<file path="src/rtl/bcd_to_bin_if.sv">
// Request/result handshake bundle for bcd_to_bin.
// master = requester/consumer side, slave = the converter.
interface bcd_to_bin_if;
  logic        in_valid;
  logic        in_ready;
  logic        in_sign;
  logic [11:0] in_digits;
  logic        out_valid;
  logic        out_ready;
  logic [7:0]  out_data;
  logic        out_err;

  modport master (
    output in_valid, in_sign, in_digits, out_ready,
    input  in_ready, out_valid, out_data, out_err
  );

  modport slave (
    input  in_valid, in_sign, in_digits, out_ready,
    output in_ready, out_valid, out_data, out_err
  );
endinterface

</file>
<file path="src/rtl/bcd_to_bin.sv">
// Serial sign + 3-digit BCD to 8-bit two's-complement converter, one digit per cycle.
// Optional macro BCD_TO_BIN_SATURATE_EN: out-of-range magnitudes saturate instead of flagging.
module bcd_to_bin (
  input logic         clk,
  input logic         rst,
  bcd_to_bin_if.slave bus
);

  typedef enum logic [1:0] {
    IDLE = 2'd0,
    CONV = 2'd1,
    DONE = 2'd2
  } state_t;

  state_t      state_r;
  state_t      state_s;
  logic        sign_r;
  logic [11:0] digits_r;
  logic [10:0] acc_r;
  logic        bad_digit_r;
  logic [1:0]  idx_r;
  logic [7:0]  out_data_r;
  logic        out_err_r;
  logic        in_ready_s;
  logic        out_valid_s;
  logic [3:0]  digit_s;
  logic [10:0] acc_next_s;
  logic        bad_next_s;
  logic [7:0]  res_data_s;
  logic        res_err_s;

  // State register
  always_ff @(posedge clk or posedge rst) begin
    if (rst) begin
      state_r <= IDLE;
    end else begin
      state_r <= state_s;
    end
  end

  // Next-state logic
  always_comb begin
    state_s = state_r;
    case (state_r)
      IDLE: begin
        if (bus.in_valid) state_s = CONV;
        else              state_s = IDLE;
      end
      CONV: begin
        if (idx_r == 2'd0) state_s = DONE;
        else               state_s = CONV;
      end
      DONE: begin
        if (bus.out_ready) state_s = IDLE;
        else               state_s = DONE;
      end
      default: state_s = IDLE;
    endcase
  end

  // Handshake outputs decoded from state only
  always_comb begin
    in_ready_s  = 1'b0;
    out_valid_s = 1'b0;
    case (state_r)
      IDLE:    in_ready_s  = 1'b1;
      DONE:    out_valid_s = 1'b1;
      default: begin
        in_ready_s  = 1'b0;
        out_valid_s = 1'b0;
      end
    endcase
  end

  // Digit select (hundreds first) and multiply-by-10 accumulate step
  always_comb begin
    digit_s = 4'd0;
    case (idx_r)
      2'd2:    digit_s = digits_r[11:8];
      2'd1:    digit_s = digits_r[7:4];
      2'd0:    digit_s = digits_r[3:0];
      default: digit_s = 4'd0;
    endcase
    acc_next_s = (acc_r << 3) + (acc_r << 1) + {7'd0, digit_s};
    bad_next_s = bad_digit_r | (digit_s > 4'd9);
  end

  // Final range check and sign application, folded into the units step
  always_comb begin
    res_data_s = 8'd0;
    res_err_s  = 1'b0;
    if (bad_next_s) begin
      res_data_s = 8'd0;
      res_err_s  = 1'b1;
    end else if (!sign_r && (acc_next_s > 11'd127)) begin
`ifdef BCD_TO_BIN_SATURATE_EN
      res_data_s = 8'h7F;
      res_err_s  = 1'b0;
`else
      res_data_s = 8'd0;
      res_err_s  = 1'b1;
`endif
    end else if (sign_r && (acc_next_s > 11'd128)) begin
`ifdef BCD_TO_BIN_SATURATE_EN
      res_data_s = 8'h80;
      res_err_s  = 1'b0;
`else
      res_data_s = 8'd0;
      res_err_s  = 1'b1;
`endif
    end else begin
      res_data_s = sign_r ? (8'd0 - acc_next_s[7:0]) : acc_next_s[7:0];
      res_err_s  = 1'b0;
    end
  end

  // Request capture, accumulator and registered result
  always_ff @(posedge clk or posedge rst) begin
    if (rst) begin
      sign_r      <= 1'b0;
      digits_r    <= 12'd0;
      acc_r       <= 11'd0;
      bad_digit_r <= 1'b0;
      idx_r       <= 2'd0;
      out_data_r  <= 8'd0;
      out_err_r   <= 1'b0;
    end else begin
      case (state_r)
        IDLE: begin
          if (bus.in_valid) begin
            sign_r      <= bus.in_sign;
            digits_r    <= bus.in_digits;
            acc_r       <= 11'd0;
            bad_digit_r <= 1'b0;
            idx_r       <= 2'd2;
          end
        end
        CONV: begin
          acc_r       <= acc_next_s;
          bad_digit_r <= bad_next_s;
          idx_r       <= idx_r - 2'd1;
          if (idx_r == 2'd0) begin
            out_data_r <= res_data_s;
            out_err_r  <= res_err_s;
          end
        end
        default: begin
          acc_r <= acc_r;
        end
      endcase
    end
  end

  assign bus.in_ready  = in_ready_s;
  assign bus.out_valid = out_valid_s;
  assign bus.out_data  = out_data_r;
  assign bus.out_err   = out_err_r;

endmodule

</file>
<file path="src/flat_wrapper.sv">
// flat-port wrapper written by rule: the top's interface ports become plain ports
module bcd_to_bin_flat 
  (clk, rst, bus_in_valid, bus_in_sign, bus_in_digits, bus_out_ready, bus_in_ready, bus_out_valid, bus_out_data, bus_out_err);
  bcd_to_bin_if bus_i ();
  input logic clk;
  input logic rst;
  input wire logic [$bits(bus_i.in_valid)-1:0] bus_in_valid;
  input wire logic [$bits(bus_i.in_sign)-1:0] bus_in_sign;
  input wire logic [$bits(bus_i.in_digits)-1:0] bus_in_digits;
  input wire logic [$bits(bus_i.out_ready)-1:0] bus_out_ready;
  output wire logic [$bits(bus_i.in_ready)-1:0] bus_in_ready;
  output wire logic [$bits(bus_i.out_valid)-1:0] bus_out_valid;
  output wire logic [$bits(bus_i.out_data)-1:0] bus_out_data;
  output wire logic [$bits(bus_i.out_err)-1:0] bus_out_err;
  assign bus_i.in_valid = bus_in_valid;
  assign bus_i.in_sign = bus_in_sign;
  assign bus_i.in_digits = bus_in_digits;
  assign bus_i.out_ready = bus_out_ready;
  assign bus_in_ready = bus_i.in_ready;
  assign bus_out_valid = bus_i.out_valid;
  assign bus_out_data = bus_i.out_data;
  assign bus_out_err = bus_i.out_err;
  bcd_to_bin u_core (.clk(clk), .rst(rst), .bus(bus_i));
endmodule
</file>
<file path="config.mk">
export PLATFORM = sky130hd
export DESIGN_NAME = bcd_to_bin_flat
export DESIGN_NICKNAME = d
export VERILOG_FILES = /design/src/rtl/bcd_to_bin_if.sv /design/src/rtl/bcd_to_bin.sv /design/src/flat_wrapper.sv
export SDC_FILE = /design/constraint.sdc
export NUM_CORES = 1
export LEC_CHECK = 0
export ABC_AREA = 0
export CAP_MARGIN = 20
export CORE_MARGIN = 8
export CORE_UTILIZATION = 45
export DETAILED_ROUTE_END_ITERATION = 10
export GPL_ROUTABILITY_DRIVEN = 0
export PLACE_DENSITY = 0.75
export SLEW_MARGIN = 0
export SYNTH_ARGS = -nofsm -noshare
export SYNTH_HDL_FRONTEND = slang
export SYNTH_SLANG_ARGS = --single-unit
</file>
<file path="constraint.sdc">
create_clock -name clk -period 5.2 [get_ports clk]
set_input_delay 0.52 -clock clk [delete_from_list [all_inputs] [get_ports clk]]
set_output_delay 0.52 -clock clk [all_outputs]
set_load 0.01 [all_outputs]
</file>
==> results.txt <==
----------------------------------------------------
[Outcome]
  Result of the run ... completed

[STA]
  Measured slew at the worst slew-check pin ... 0.7390 ns
  Worst slew slack as a fraction of its limit ... between 50% and 60%
  Setup repair after global routing missed its margin ... false
  Final worst-path cycle share ... 74.06%
  Setup clock skew after layout ... 0.01112 ns
  Time the final worst path needs with I/O delays and setup ... between 3 and 4 ns
  Max-slew violations ... 0
  Post-route setup TNS ... 0 ns
  Peak Freq ... around 260 MHz
  Final Hold Viols ... 0
  Number of endpoints failing setup at the final stage ... 0

[Placement]
  PortBufs ... 27
  Half-perimeter wire length after placement ... 3817 um
  Placed Cells ... around 350

[Worst setup path]
  Crit path capture type ... flip-flop
  Data arrival time of the worst path ... 4.03 ns
  Data required time of the critical path ... 5.38 ns
  Highest fanout seen on the critical path ... 8
  Type of element launching the critical path ... flip-flop
  Crit path kind ... flip-flop to flip-flop

[Routing]
  WL per Instance ... 14.05 um
  Routed vias ... 1852
  Avg Vias per Cell ... 5.246
  DRC violation count after routing ... 0
  Final wirelength ... between 4000 and 5000 um
  Count of nets left with antenna violations after detail routing ... 0
  Number of iterations in the first detailed-routing pass ... 5
  DR iter-0 viols ... 109

[Power]
  Worst vdd rail ir drop ... 0.0002530 V
  Power per standard cell area ... 725.1 nW/um^2
  Static leakage ... approximately 0.0013 uW

[Global route]
  GRT Resource Usage Total ... 14.04%
  Layer with the highest usage after global routing ... met2
  Global-route congestion overflow total ... 0
  GRT met1 Usage ... between 15 and 20%
  Maximum number of pins on one net before global-route repair ... 38
  Met2 track utilization from global routing ... 22.30%
  Met3 Resource Use GR ... 3.846%
  Number of global-route vias before repair ... 1857
  First-pass GRT wire length ... 8562 um
  Antenna violations before repair ... 0

[Logic synthesis]
  Cell Area, Synth ... 2321 um^2
  Count of mapped cells out of synthesis ... between 200 and 300
  Mean post-synth cell area ... 9.031 um^2
  Proportion of synthesized flip-flops having asynchronous set or reset ... 100.0%
  Leading post-synthesis cells by cell area ... dfrtp_1 (40%), ha_1 (11%), nand2_1 (11%)
  Synth top area share ... roughly 40%
  Dominant register cell in the synthesized netlist ... dfrtp_1
  Distinct cells, synth ... 39
  #FFs+latches synth ... 37
  Cell with the most instances after synthesis ... nand2_1
  Net Count, Synth ... just under 300
  Fraction of the yosys area taken by sequential cells ... between 30% and 40%
  Yosys top cell by area ... dfrtp_1
  Number of synthesized flops with an enable pin ... 0
  Synth cell count leaders ... nand2_1 (70), dfrtp_1 (37), ha_1 (21)
  Synth warn ... 0

[Clocking]
  Clock-pin slew on the worst setup and hold paths ... ~0.080 ns
  Total of hold buffers inserted after clock tree synthesis ... 0
  CTS max path bufs ... 2
  CTS resizes ... 0
  Clock tree root driver cell ... clkbuf_8
  Insertion delay to the later sink of the worst-skew pair ... 0.30 ns
  TritonCTS buffer count ... 5
  CTS sink count ... 37
  TritonCTS clock tree ... done
  Setup repair bufs after CTS ... 0
  Deepest level of the CTS H-tree ... 2

[Min path]
  Worst hold-check path type ... flip-flop to flip-flop

[Die]
  Die outline width ... 87.82 um
  Core Footprint ... about 5000 um^2
  # rows ... 26
  # IOs ... 28
  Total Die Area ... 7711 um^2
  Die Y-Extent ... 87.82 um
  Effective utilization at floorplan ... 46.03%

[Cells and area]
  P&R area growth vs syn ... 18.60%
  Proportion of layout cells with a drive suffix above 1 ... under 10%
  Layout Nets ... 322
  Filler Cell Count ... 451
  Final antenna diode count ... 0
  Number of standard cells in the layout, taps in and fillers out ... 353

[Job]
  Reported max-cap violation count ... 0

----------------------------------------------------
placed cells by master (no fill, tap or decap), drive strengths merged, types with 2 or more instances in the layout:
cell	Yosys	routed
nand2	70	70
dfrtp	37	37
clkdlybuf4s50	0	27
ha	21	21
nand3	15	15
inv	14	14
o21ai	13	13
o31ai	13	13
nor2	8	8
xor2	8	8
a21oi	8	8
clkbuf	9	6
xnor2	5	5
nand2b	3	3
a222oi	3	3
nand4	3	3
nor3	2	2
a31oi	2	2
nand4b	2	2
and2	2	2
fa	2	2
a211oi	2	2
layout make-up:
type,count,area [um^2],area share (%)
Tap cell,70,87.58,3.182
Timing Repair Buffer,28,277.8,10.09
Clock inverter,2,38.79,1.409
Sequential cell,37,925.9,33.64
Clock buffer,6,72.57,2.636
Multi-Input combinational cell,196,1297,47.14
Inverter,14,52.55,1.909
registers in the layout, indices dropped and copies added, names as in the netlist:
| signal | flops |
|---|---|
| u_core.bad_digit_r | 1 |
| u_core.acc_r | 10 |
| u_core.digits_r | 12 |
| u_core.bus.out_data | 8 |
| u_core.idx_r | 2 |
| u_core.sign_r | 1 |
| u_core.bus.out_err | 1 |
| u_core.state_r | 2 |
worst max-delay path, cell delays in order (launching register included):
cell      delay (ns)
dfrtp_1         0.43
inv_1           0.10
ha_1            0.27
a222oi_1        0.10
nor2_1          0.14
inv_1           0.07
fa_1            0.47
inv_1           0.07
fa_1            0.49
xnor2_1         0.41
nand3_1         0.18
o31ai_1         0.47
nand4_4         0.22
mux2_2          0.31
per-stage QoR:
stage	worst slack, ns	utilization (%)	area (um^2)	power, uW	hold slack (ns)
3_3_place_gp	1.561	52.38	2641	1705	0.4633
4_1_cts	1.368	54.59	2753	1995	0.4819
2_1_floorplan	1.712	-	2321	1450	0.4446
6_report	1.349	54.59	2753	1996	0.4739
3_5_place_dp	1.392	52.38	2641	1744	0.4632
5_1_grt	1.045	54.59	2753	2181	0.4935
metal layers:
| metal | vias up | routed length, um |
|---|---|---|
| met5 | - | 0 |
| met4 | 0 | 71 |
| met3 | 7 | 270 |
| met2 | 38 | 2214 |
| met1 | 863 | 2403 |
| li1 | 944 | - |
worst paths after layout:
| path | start | end | slack, ns | depth (start not counted) |
|---|---|---|---|---|
| max in group asynchronous | rst | u_core.acc_r[7] | 4.25 | 3 |
| min reg2reg | u_core.bus.out_data[4] | u_core.bus.out_data[4] | 0.47 | 2 |
| max | u_core.idx_r[0] | u_core.bus.out_err | 1.35 | 13 |
| min in group asynchronous | rst | u_core.digits_r[5] | 0.63 | 3 |
| max reg2reg | u_core.idx_r[0] | u_core.bus.out_err | 1.35 | 13 |
| min | u_core.bus.out_data[4] | u_core.bus.out_data[4] | 0.47 | 2 |
power by group:
part | switching [uW] | internal [uW]
clock | 103 | 144
combinational | 746 | 497
sequential | 93.0 | 414
total | 941 | 1050
cell families (layout without fill, tap and decap cells):
| logic type | count (synthesis) | after routing | synth area share (%) |
|---|---|---|---|
| multiplexers | 2 | 2 | 0.9164 |
| AO/OA/AOI/OAI | 48 | 48 | 15.53 |
| XOR/XNOR | 13 | 13 | 4.906 |
| adder cells (fa/ha/maj) | 23 | 23 | 13.05 |
| AND/OR/NAND/NOR | 110 | 110 | 21.51 |
| flip-flops | 37 | 37 | 39.89 |
| buffers and inverters | 24 | 50 | 4.205 |
No activity file was read; power rests on OpenSTA's default activity.
